$ cat src/rtl/FIR_types.sv
// Shared types and constants for the FIR harness output verifier:
// the expected-response vector and the verifier FSM state encoding.
package FIR_types;

    // Length and width of the reference response vector.
    localparam int N_EXP = 4;
    localparam int EXP_W = 16;

    typedef logic signed [EXP_W-1:0] array_of_N_signed_16 [N_EXP];

    // Reference response the FIR output stream is checked against, in order.
    localparam array_of_N_signed_16 EXPECTED = '{16'sd4, 16'sd14, 16'sd7, 16'sd20};

    // CHECK consumes and compares samples; DONE holds the verdict until reset.
    typedef enum logic {
        CHECK = 1'b0,
        DONE  = 1'b1
    } verifier_state_t;

endpackage

$ cat src/rtl/fir_output_verifier_timer.sv
// Idle watchdog for the output verifier: counts cycles without an accepted
// sample and reports when the allowed idle budget has been used up.
module fir_output_verifier_timer #(
    parameter int TIMEOUT_CYCLES = 64
) (
    input  logic system1000,
    input  logic system1000_rst,
    input  logic clear,
    input  logic enable,
    output logic expired
);

    localparam int               CNT_W = $clog2(TIMEOUT_CYCLES + 1);
    localparam logic [CNT_W-1:0] LIMIT = CNT_W'(TIMEOUT_CYCLES);

    logic [CNT_W-1:0] r_count;

    // Idle count: cleared by an accepted sample, saturates at the limit.
    always_ff @(posedge system1000) begin
        if (system1000_rst) begin
            r_count <= '0;
        end else if (clear) begin
            r_count <= '0;
        end else if (enable && (r_count != LIMIT)) begin
            r_count <= r_count + CNT_W'(1);
        end
    end

    assign expired = (r_count == LIMIT);

endmodule

$ cat src/rtl/fir_output_verifier.sv
// Self-checking sink for the FIR harness. Accepts the filter output stream,
// compares each sample in order against EXPECTED, counts mismatches, keeps
// the first failure, and produces the done/pass verdict. A sample accepted
// on one edge is compared on the next, so every result output is registered.
module fir_output_verifier
    import FIR_types::*;
#(
    parameter int N_SAMPLES      = N_EXP,
    parameter int DATA_W         = 16,
    parameter int TIMEOUT_CYCLES = 64
) (
    input  logic                                system1000,
    input  logic                                system1000_rst,
    input  logic                                in_valid,
    input  logic signed [DATA_W-1:0]            in_data,
    output logic                                in_ready,
    output logic                                mismatch,
    output logic [$clog2(N_SAMPLES+1)-1:0]      err_count,
    output logic [$clog2(N_SAMPLES)-1:0]        first_err_idx,
    output logic signed [DATA_W-1:0]            first_err_got,
    output logic signed [DATA_W-1:0]            first_err_exp,
    output logic                                timeout,
    output logic                                done,
    output logic                                pass
);

    localparam int               CNT_W    = $clog2(N_SAMPLES + 1);
    localparam int               IDX_W    = $clog2(N_SAMPLES);
    localparam logic [IDX_W-1:0] LAST_IDX = IDX_W'(N_SAMPLES - 1);
    localparam logic [CNT_W-1:0] ERR_MAX  = CNT_W'(N_SAMPLES);

    verifier_state_t r_state;
    verifier_state_t w_next_state;

    // Input side: index of the next sample and the ready handshake.
    logic [IDX_W-1:0]          r_idx;
    logic                      r_in_ready;
    logic                      r_last_taken;

    // Compare stage: the sample accepted on the previous edge.
    logic                      r_stg_valid;
    logic signed [DATA_W-1:0]  r_stg_data;
    logic [IDX_W-1:0]          r_stg_idx;

    // Registered results.
    logic                      r_mismatch;
    logic [CNT_W-1:0]          r_err_count;
    logic [IDX_W-1:0]          r_first_err_idx;
    logic signed [DATA_W-1:0]  r_first_err_got;
    logic signed [DATA_W-1:0]  r_first_err_exp;
    logic                      r_timeout;
    logic                      r_done;
    logic                      r_pass;

    logic                      w_accept;
    logic                      w_take_last;
    logic                      w_expired;
    logic                      w_timer_enable;
    logic                      w_timeout_hit;
    logic signed [DATA_W-1:0]  w_exp_val;
    logic                      w_stg_mis;
    logic                      w_stg_last;
    logic [CNT_W-1:0]          w_err_count_next;
    logic                      w_enter_done;

    // r_in_ready is only high in CHECK before the last sample is taken, so it
    // alone gates acceptance; once the last sample is in, nothing more enters.
    assign w_accept    = in_valid && r_in_ready;
    assign w_take_last = w_accept && (r_idx == LAST_IDX);

    // The idle budget runs only while the verifier is still waiting on input.
    assign w_timer_enable = r_in_ready && !w_accept;

    fir_output_verifier_timer #(
        .TIMEOUT_CYCLES (TIMEOUT_CYCLES)
    ) u_timer (
        .system1000     (system1000),
        .system1000_rst (system1000_rst),
        .clear          (w_accept),
        .enable         (w_timer_enable),
        .expired        (w_expired)
    );

    // A sample arriving on the expiry cycle wins over the timeout.
    assign w_timeout_hit = w_expired && r_in_ready && !w_accept;

    assign w_exp_val  = DATA_W'(EXPECTED[r_stg_idx]);
    assign w_stg_mis  = r_stg_valid && (r_stg_data != w_exp_val);
    assign w_stg_last = r_stg_valid && (r_stg_idx == LAST_IDX);

    assign w_err_count_next = (w_stg_mis && (r_err_count != ERR_MAX))
                            ? r_err_count + CNT_W'(1)
                            : r_err_count;

    // Next-state logic: finish on the compared last sample or on a stall.
    always_comb begin
        // NOTE: every signal assigned here gets a default first so no path
        // leaves it unassigned, which would otherwise infer a latch.
        w_next_state = r_state;
        case (r_state)
            CHECK: begin
                if (w_stg_last || w_timeout_hit) begin
                    w_next_state = DONE;
                end
            end
            DONE: begin
                w_next_state = DONE;
            end
            default: begin
                w_next_state = CHECK;
            end
        endcase
    end

    assign w_enter_done = (r_state == CHECK) && (w_next_state == DONE);

    // FSM state register.
    always_ff @(posedge system1000) begin
        // NOTE: state is updated with non-blocking assignments so every
        // register samples pre-edge values regardless of statement order.
        if (system1000_rst) begin
            r_state <= CHECK;
        end else begin
            r_state <= w_next_state;
        end
    end

    // Acceptance, compare stage, error capture and verdict registers.
    always_ff @(posedge system1000) begin
        // NOTE: every register here, including the compare stage, is reset so
        // a reset mid-stream drops any in-flight comparison.
        if (system1000_rst) begin
            r_idx           <= '0;
            r_in_ready      <= 1'b1;
            r_last_taken    <= 1'b0;
            r_stg_valid     <= 1'b0;
            r_stg_data      <= '0;
            r_stg_idx       <= '0;
            r_mismatch      <= 1'b0;
            r_err_count     <= '0;
            r_first_err_idx <= '0;
            r_first_err_got <= '0;
            r_first_err_exp <= '0;
            r_timeout       <= 1'b0;
            r_done          <= 1'b0;
            r_pass          <= 1'b0;
        end else begin
            r_in_ready  <= (w_next_state == CHECK) && !w_take_last && !r_last_taken;
            r_stg_valid <= w_accept;

            if (w_accept) begin
                r_stg_data <= in_data;
                r_stg_idx  <= r_idx;
                if (!w_take_last) begin
                    r_idx <= r_idx + IDX_W'(1);
                end
            end

            if (w_take_last) begin
                r_last_taken <= 1'b1;
            end

            r_mismatch  <= w_stg_mis;
            r_err_count <= w_err_count_next;

            // Only the first failure is kept; later ones never overwrite it.
            if (w_stg_mis && (r_err_count == '0)) begin
                r_first_err_idx <= r_stg_idx;
                r_first_err_got <= r_stg_data;
                r_first_err_exp <= w_exp_val;
            end

            if (w_timeout_hit) begin
                r_timeout <= 1'b1;
            end

            if (w_enter_done) begin
                r_done <= 1'b1;
                r_pass <= (w_err_count_next == '0) && !w_timeout_hit;
            end
        end
    end

    assign in_ready      = r_in_ready;
    assign mismatch      = r_mismatch;
    assign err_count     = r_err_count;
    assign first_err_idx = r_first_err_idx;
    assign first_err_got = r_first_err_got;
    assign first_err_exp = r_first_err_exp;
    assign timeout       = r_timeout;
    assign done          = r_done;
    assign pass          = r_pass;

endmodule

$ cat config.mk
export PLATFORM = sky130hd
export DESIGN_NAME = fir_output_verifier
export DESIGN_NICKNAME = d
export VERILOG_FILES = /design/src/rtl/FIR_types.sv /design/src/rtl/fir_output_verifier_timer.sv /design/src/rtl/fir_output_verifier.sv
export SDC_FILE = /design/constraint.sdc
export NUM_CORES = 1
export LEC_CHECK = 0
export CAP_MARGIN = 0
export CORE_MARGIN = 1
export CORE_UTILIZATION = 52
export DETAILED_ROUTE_END_ITERATION = 10
export PLACE_DENSITY = 0.94
export SLEW_MARGIN = 20
export SYNTH_ARGS = -nofsm -noshare
export SYNTH_HDL_FRONTEND = slang
export SYNTH_SLANG_ARGS = --single-unit
$ cat constraint.sdc
create_clock -name system1000 -period 3.05 [get_ports system1000]
set_input_delay 0.61 -clock system1000 [delete_from_list [all_inputs] [get_ports system1000]]
set_output_delay 0.61 -clock system1000 [all_outputs]
set_load 0.01 [all_outputs]
# Yosys cells after proc, flatten, opt, wreduce, memory -nomap -nowiden
# Index checks and enable logic that the tools add are counted.
word_totals:
  regBits: 72
  input_bits: 19
  out_inout_bits: 42
  wordCells: 59
classes:
  add_sub_neg: 3
  n_lt_le_gt_ge: 1
  eq_ne: 6
  n_mux: 6
  bitwise: 4
  n_reduce_logical: 23
ops:
  columns: ["cell", "n"]
  rows:
  - ["$bmux 16 s2", 1]
  - ["$mux 16", 2]
  - ["$ne 16x16->1", 1]
  - ["$logic_and 1x1->1", 14]
  - ["$add 7x1->7 const B", 1]
  - ["$eq 7x7->1 const B", 1]
  - ["$ne 7x7->1 const B", 1]
  - ["$logic_not 3->1", 2]
  - ["$eq 2x2->1 const B", 2]
  - ["$logic_not 1->1", 4]
  - ["$add 3x1->3 const B", 1]
  - ["$ge 3x3->1 const B", 1]
  - ["$mux 3", 1]
  - ["$ne 3x3->1 const B", 1]
  - ["$not 1->1", 3]
  - ["$not 2->3", 1]
  - ["$add 2x1->2 const B", 1]
  - ["$pmux 1 s2", 1]
  - ["$reduce_and 2->1", 1]
  - ["$reduce_or 2->1", 1]
  - ["$logic_or 1x1->1", 1]
  - ["$mux 1", 1]

# Longest topological paths before layout
# Gate-level depths: netlist (run 1).
logic_depth:
  word_depth: 10
  depth_mapped: 9

# Cells and area by module
# From an unflattened synthesis (run 1), not the netlist that was laid out.
unflattened:
  hier_cells: 282
  hier_area_um2: 2536.2
by_module_without_submodules:
  columns: ["mod", "n_inst", "cells_each", "area_each_um2", "seq_area_each_um2"]
  rows:
  - ["fir_output_verifier", 1, 240, 2184.6, 1081.0]
  - ["fir_output_verifier_timer", 1, 42, 351.6, 140.1]

# Worst setup path after synthesis (run 1)
# OpenSTA, ideal clock, no wires.
synth_path:
  path_type: "register to register"
  from: "register r_stg_idx[0]"
  to: "register r_first_err_exp[0], in the netlist first_err_exp[0]"
  setup_ns: 0.128
  arrival_ns: 1.783
  t_required_ns: 2.922
  setup_slack_ns: 1.139
  path_stages_with_launch: 10
  period_less_slack_ns: 1.911
  path_cell_list: "dfxtp_1 inv_1 ha_1 xnor2_1 nor3_1 a2111o_1 buf_6 buf_8 mux2i_1 nor2_1"
synth_between:
  elab_chain_cells: 7
synth_lines:
  columns: ["item", "line", "rtl"]
  rows:
  - ["start, declared", "fir_output_verifier.sv:43", "logic [IDX_W-1:0] r_stg_idx;"]
  - ["start signal, assigned", "fir_output_verifier.sv:153", "r_stg_idx <= r_idx;"]
  - ["$not 2->3 (implied by the code) (*)", "fir_output_verifier.sv:87", "assign w_exp_val = DATA_W'(EXPECTED[r_stg_idx]);"]
  - ["$bmux 16 s2 (*)", "fir_output_verifier.sv:87", null]
  - ["$mux 16 (implied by the code) (*) (2 in series)", "fir_output_verifier.sv:87", null]
  - ["$ne 16x16->1", "fir_output_verifier.sv:88", "assign w_stg_mis = r_stg_valid && (r_stg_data != w_exp_val);"]
  - ["$logic_and 1x1->1", "fir_output_verifier.sv:88", null]
  - ["$logic_and 1x1->1", "fir_output_verifier.sv:167", "if (w_stg_mis && (r_err_count == '0)) begin"]
  - ["end signal, assigned", "fir_output_verifier.sv:170", "r_first_err_exp <= w_exp_val;"]
  - ["end, declared", "fir_output_verifier.sv:50", "logic signed [DATA_W-1:0] r_first_err_exp;"]
# Mark *: on every way between the ends. The rest lies on a longest branch, timed or not. The select of a mux whose other input is x is not followed.
# A chain may end at the register's enable or synchronous reset.

# Final worst setup path (run 1)
layout_path:
  from: "register r_stg_idx[0]"
  to: "register r_first_err_got[3], in the netlist first_err_got[3]"
layout_between:
  elab_chain_cells: 7
layout_lines:
  columns: ["item", "line", "rtl"]
  rows:
  - ["$not 2->3 (implied by the code)", "fir_output_verifier.sv:87", null]
  - ["$bmux 16 s2", "fir_output_verifier.sv:87", null]
  - ["$mux 16 (implied by the code) (2 in series)", "fir_output_verifier.sv:87", null]
  - ["$ne 16x16->1", "fir_output_verifier.sv:88", null]
  - ["$logic_and 1x1->1", "fir_output_verifier.sv:88", null]
  - ["$logic_and 1x1->1", "fir_output_verifier.sv:167", null]
  - ["end signal, assigned", "fir_output_verifier.sv:169", "r_first_err_got <= r_stg_data;"]
  - ["end, declared", "fir_output_verifier.sv:49", "logic signed [DATA_W-1:0] r_first_err_got;"]
# No other way between the ends. The select of a mux whose other input is x is not followed.

==> results of run 1 <==
[area by class of cell]
cell class                 count  area [sq um]
clock buffer                  12           145
clock inverter                 4          47.5
fill                         313          1330
inverter                      11          41.3
multi-input combinational    160          1060
sequential                    61          1220
tap                           52          65.1
timing repair buffer          53           533
[sequential cells by signal, summed over array words and instances, names as in the netlist]
name and count:
u_timer.r_count 7, first_err_idx 2, mismatch 1, first_err_exp 5, r_state 1, r_idx 2
r_stg_data 16, r_last_taken 1, done 1, in_ready 1, first_err_got 16, r_stg_valid 1
r_stg_idx 2, err_count 3, timeout 1, pass 1
[per-stage QoR]
stage,cell area [sq um],std cells
2_1_floorplan,2480,254
3_3_place_gp,2920,337
3_5_place_dp,2920,337
4_1_cts,3110,353
5_1_grt,3110,353
6_report,3110,353
[kinds of logic (layout without fill, tap and decap cells)]
| family | after synthesis | in the layout | synth area share, % |
|---|---|---|---|
| simple gates | 70 | 70 | 13.4 |
| mux | 24 | 24 | 9.83 |
| other cells | 1 | 11 | 0.153 |
| buf+inv | 33 | 80 | 8.19 |
| xor+xnor | 12 | 12 | 4.30 |
| flops | 61 | 61 | 50.0 |
| compound gates | 35 | 35 | 10.1 |
| fa+ha+maj | 8 | 8 | 4.10 |
[synthesized netlist by cell type (3+ instances only)]
cell type and number:
dfxtp_1 61, nor2_1 38, mux2i_1 24, a22o_1 16, a21oi_1 12, nand2_1 12
buf_4 11, inv_1 11, clkbuf_1 8, ha_1 8, xnor2_1 8, o21ai_0 4
xor2_1 4, and3_1 3
[worst max-delay path by stage]
stage          cells after the start                end         start
5_1_grt                            8   first_err_got[3]  r_stg_idx[0]
4_1_cts                            8   first_err_got[3]  r_stg_idx[0]
3_3_place_gp                       8  first_err_got[13]  r_stg_idx[0]
6_report                           8   first_err_got[3]  r_stg_idx[0]
2_1_floorplan                      9   first_err_exp[0]  r_stg_idx[0]
3_5_place_dp                       8   first_err_got[3]  r_stg_idx[0]
[worst min-delay path: cells and delay by family (launching register included)]
family          cells  cell delay, ns
compound gates      1            0.05
flops               1            0.31
buf+inv             1            0.05
[per-layer routing]
metal | GRT usage (%) | share of wire, % | routed length (um) | vias up
met3 | 5.84 | 5.6 | 265 | 5
met5 | 0 | 0 | 0 | -
met2 | 30.5 | 46 | 2190 | 58
li1 | - | - | - | 910
met1 | 28.1 | 47 | 2250 | 840
met4 | 10.0 | 1.2 | 55 | 0
[power by group through the flow]
stage	logic (mW)	registers [mW]	clock network, mW
after global routing	0.186	0.856	0.743
after global placement	0.165	0.868	0
after detailed placement	0.170	0.869	0
after CTS	0.171	0.852	0.704
final	0.171	0.852	0.692
after floorplan	0.117	0.868	0
==> out/metrics.cfg, run 1 <==
[sta]
rsz0062_at_grt = false
tns_ns = 0
setup_violations = 0
slew_violations = 0
relSlewSlack_pct = 66.4
hold_viol = 0
post-route-period-util_pct = 80.2
period_minus_slack_ns = 2.45
holdWs_ns = 0.449
tightest_slew_ns = 0.503
fmax_mhz = 409
worst_slack_ns = 0.604
finalClockSkew_ns = 0.00808

[power_and_ir_drop]
switching_share_pct = 23.4
finalPower_mw = 1.71
power_frac_seq_pct = 49.7
switchingPower_uw = 401
peakVddDrop_mv = 0.382
powerDensity_mw_per_mm2 = 551
combPwrFrac_pct = 10.0
leakagePower_nw = 1.36
p_int_mw = 1.31
power_frac_clock_pct = 40.3

[global_routing]
overflow = 0
grt_usage_pct = 20.7
antenna_found_initial = 0
grt_max_degree = 38
grt_pass1_vias = 1672
grt_pass1_wl_mm = 7.94

[worst_setup_path]
path_buf_inv = 2
end_kind = register
worstPathArrival_ns = 2.65
worstPathMaxFanout = 15
crit_family = compound AO/OA/AOI/OAI gates
critPathLaunchType = register
r2r-start = r_stg_idx[0]
path_cells = inv_1, ha_1, xnor2_1, nor3_1, a2111o_1, buf_12, mux2i_1, nor2_1
reg2reg_to = first_err_got[3]
reg2reg_setup_slack_ns = 0.60
reg2regPathDepth = 8
path_class = reg2reg
required_ns = 3.26
cp_slowest_cell = a2111o_1
cp_slowest_stage_delay_ns = 0.52

[synth]
postSynthAreaPerCell_sq_um = 10.0
synth_seq_cells = 61
ys_seq_area_share_pct = 50.0
synth_top_area_share_pct = 50.0
synth_edf_count = 0
synth_ff_type = dfxtp_1
ys_types = 34
synthTopCellsByArea = dfxtp_1 50%, mux2i_1 9.8%, nor2_1 5.8%
synth-async-reset-ratio_pct = 0
ys_warn_count = 0
synthCells = 244
synth_area_sq_mm = 0.00244
yosysTopAreaCell = dfxtp_1

[die]
core_area_sq_mm = 0.00444
die_w_um = 70.6
die_h_um = 70.6
start_util_pct = 55.0
dieArea_sq_mm = 0.00498
ios = 61
rows = 24

[hold_path]
hold_depth = 2
min_to = first_err_exp[2]
hold_path_startpoint = first_err_exp[2]
hold_class = reg2reg

[outcome]
status = finished, violations left
violations = DRC

[cells_and_area]
nNetsFinal = 323
mostFrequentLayoutCell = dfxtp_1
post-route-util_pct = 70.0
layout_common_cells = 61 x dfxtp_1, 49 x clkdlybuf4s50_1, 38 x nor2_1
area_delta_synth_final_pct = 27.4
diodes = 0
drive_gt1_share_pct = 6.31

[clocking]
clock_sinks = 61
clkTransAtPathRegs_ns = 0.07
cts_tree = done
cts_buffers = 9
clock_latency_ns = 0.33
postCtsSetupRepairBufs = 0
cts_buffer_depth = 2
cts_hold_buf = 0
htree_levels = 3
root_buffer = clkbuf_8
postCtsResizedCells = 0

[route]
vias_per_cell = 5.14
routed_wl_mm = 4.77
route.vias.total = 1813
first_iter_violations = 112
ant_nets = 0
firstDrtPassIters = 7
drc = 6
drt-wirelength-per-cell_um = 13.5

[flow_run]
cap_violations = 0

[placement]
place_worst_setup_slack_ns = 0.628
hpwl_mm = 3.33
gp_congestion = 0.753
numPortBuffers = 49

Power figures use the tool's default switching activity.
==> inputs of run 2 (changes only) <==
--- a/config.mk
+++ b/config.mk
@@ -7,9 +7,9 @@
 export LEC_CHECK = 0
 export CAP_MARGIN = 0
 export CORE_MARGIN = 1
-export CORE_UTILIZATION = 52
+export CORE_UTILIZATION = 48
 export DETAILED_ROUTE_END_ITERATION = 10
-export PLACE_DENSITY = 0.94
+export PLACE_DENSITY = 0.88
 export SLEW_MARGIN = 20
 export SYNTH_ARGS = -nofsm -noshare
 export SYNTH_HDL_FRONTEND = slang
==> constraint.sdc (replaced) <==
create_clock -name system1000 -period 2.3 [get_ports system1000]
set_input_delay 0.46 -clock system1000 [delete_from_list [all_inputs] [get_ports system1000]]
set_output_delay 0.46 -clock system1000 [all_outputs]
set_load 0.01 [all_outputs]
==> out/metrics.cfg, run 2 (same netlist as run 1, synthesis figures left out) <==
[outcome]
status = completed  ; was finished, violations left

[worst_setup_path]
r2r-start = r_stg_idx[0]  ; unchanged
required_ns = 2.52  ; was 3.26 ns
worstPathArrival_ns = 2.36  ; was 2.65 ns
path_buf_inv = 2  ; unchanged
crit_family = flip-flops  ; was compound AO/OA/AOI/OAI gates
path_class = reg2reg  ; unchanged
end_kind = register  ; unchanged
path_cells = inv_1, ha_1, xnor2_1, nor3_1, a2111o_1, buf_12, mux2i_1, nor2_1  ; unchanged
cp_slowest_cell = dfxtp_1  ; was a2111o_1
startpoint = r_stg_idx[0]  ; unchanged
worstPathMaxFanout = 24  ; was 15
critPathLaunchType = register  ; unchanged
cp_slowest_stage_delay_ns = 0.38  ; was 0.52 ns

[route]
firstDrtPassIters = 4  ; was 7
vias_per_cell = 4.95  ; was 5.14
drc = 0  ; was 6
drt-wirelength-per-cell_um = 13.3  ; was 13.5 um
ant_nets = 0  ; unchanged
first_iter_violations = 113  ; was 112
routed_wl_mm = 4.89  ; was 4.77 mm
route.vias.total = 1826  ; was 1813

[die]
ios = 61  ; unchanged
die_h_um = 73.4  ; was 70.6 um
core_area_sq_mm = 0.00482  ; was 0.00444 sq mm
rows = 25  ; was 24
start_util_pct = 50.7  ; was 55.0%
die_w_um = 73.4  ; was 70.6 um
dieArea_sq_mm = 0.00538  ; was 0.00498 sq mm

[cells_and_area]
layout_common_cells = 61 x dfxtp_1, 49 x clkdlybuf4s50_1, 38 x nor2_1  ; unchanged
register_area_sq_mm = 0.00122  ; unchanged
drive_gt1_share_pct = 7.28  ; was 6.31%
diodes = 0  ; unchanged
nNetsFinal = 324  ; was 323
multiInputGateArea_sq_mm = 0.00106  ; unchanged
num-fill-cells = 402  ; was 313
area_delta_synth_final_pct = 28.7  ; was 27.4%
mostFrequentLayoutCell = dfxtp_1  ; unchanged
design_area_sq_mm = 0.00315  ; was 0.00311 sq mm

[clocking]
htree_levels = 3  ; unchanged
postCtsSetupRepairBufs = 0  ; unchanged
cts_buffer_depth = 2  ; unchanged
root_buffer = clkbuf_8  ; unchanged
clkTransAtPathRegs_ns = 0.07  ; about the same
postCtsResizedCells = 0  ; unchanged
cts_tree = done  ; unchanged
cts_buffers = 9  ; unchanged
clock_latency_ns = 0.33  ; about the same
clock_sinks = 61  ; unchanged
cts_hold_buf = 0  ; unchanged

[sta]
post-route-period-util_pct = 93.2  ; was 80.2%
finalClockSkew_ns = 0.00713  ; was 0.00808 ns
hold_viol = 0  ; unchanged
slew_violations = 0  ; unchanged
fmax_mhz = 466  ; was 409 MHz
tns_ns = 0  ; unchanged
rsz0062_at_grt = false  ; unchanged
period_minus_slack_ns = 2.14  ; was 2.45 ns
setup_violations = 0  ; unchanged

[power_and_ir_drop]
finalPower_mw = 2.29  ; was 1.71 mW
peakVddDrop_mv = 0.491  ; was 0.382 mV
leakagePower_nw = 1.36  ; about the same
powerDensity_mw_per_mm2 = 728  ; was 551 mW/mm^2

[global_routing]
grt_usage_pct = 19.5  ; was 20.7%
grt_max_degree = 25  ; was 38
grt_pass1_vias = 1741  ; was 1672
antenna_found_initial = 0  ; unchanged
overflow = 0  ; unchanged
grt_pass1_wl_mm = 7.73  ; was 7.94 mm

[placement]
gp_congestion = 0.816  ; was 0.753
numPortBuffers = 49  ; unchanged
place_area_sq_mm = 0.00295  ; was 0.00292 sq mm
hpwl_mm = 3.41  ; was 3.33 mm

[hold_path]
hold_class = reg2reg  ; unchanged
hold_path_startpoint = first_err_exp[2]  ; unchanged

[flow_run]
cap_violations = 0  ; unchanged

run 2: worst min-delay path, stage by stage (launching register included):
cell	delay [ns]
dfxtp_1	0.31
inv_1	0.05
a21oi_1	0.05
run 2: path summary, 6_finish.rpt:
check                           depth (start not counted)           endpoint  slack, ns
worst max register to register                          8  first_err_got[11]       0.16
worst min-delay path                                    2   first_err_exp[2]       0.45
worst max-delay path                                    8  first_err_got[11]       0.16
worst min register to register                          2   first_err_exp[2]       0.45
run 2: cell type report:
cell class / count / share of cell area [%]
clock buffers: 9 / 3.94
clock inverters: 7 / 2.39
multi-input cells: 160 / 33.7
flip-flops and latches: 61 / 38.8
repair buffers: 54 / 17.2
well taps: 67 / 2.67
inverters: 11 / 1.31
run 2: through the flow:
stage | instances | setup slack [ns] | hold WS [ns] | utilization, %
2_1_floorplan | 254 | 0.389 | 0.444 | -
3_3_place_gp | 353 | 0.264 | 0.434 | 61.2
3_5_place_dp | 353 | 0.200 | 0.445 | 61.2
4_1_cts | 369 | 0.159 | 0.455 | 65.3
5_1_grt | 369 | 0.0238 | 0.474 | 65.3
6_report | 369 | 0.155 | 0.449 | 65.3
run 2: routing by layer:
metal | track usage (%) | part of all wire (%)
met1 | 22.5 | 43
met2 | 32.8 | 50
met3 | 4.80 | 4.3
met4 | 11.1 | 2.5
met5 | 0 | 0
run 2: power by group:
part	internal (mW)	total (mW)	leakage, nW	switching [mW]
registers	1.10	1.13	0.497	0.0338
clock network	0.503	0.930	0.0918	0.427
logic	0.119	0.230	0.772	0.110
total	1.72	2.29	1.36	0.571
==> inputs of run 3 (changes only) <==
--- a/config.mk
+++ b/config.mk
@@ -5,7 +5,8 @@
 export SDC_FILE = /design/constraint.sdc
 export NUM_CORES = 1
 export LEC_CHECK = 0
-export CAP_MARGIN = 0
+export ABC_CLOCK_PERIOD_IN_PS = 2300
+export CAP_MARGIN = 10
 export CORE_MARGIN = 1
 export CORE_UTILIZATION = 48
 export DETAILED_ROUTE_END_ITERATION = 10
==> results of run 3 <==
The final DEF is identical to that of run 2; final timing and power are the same.
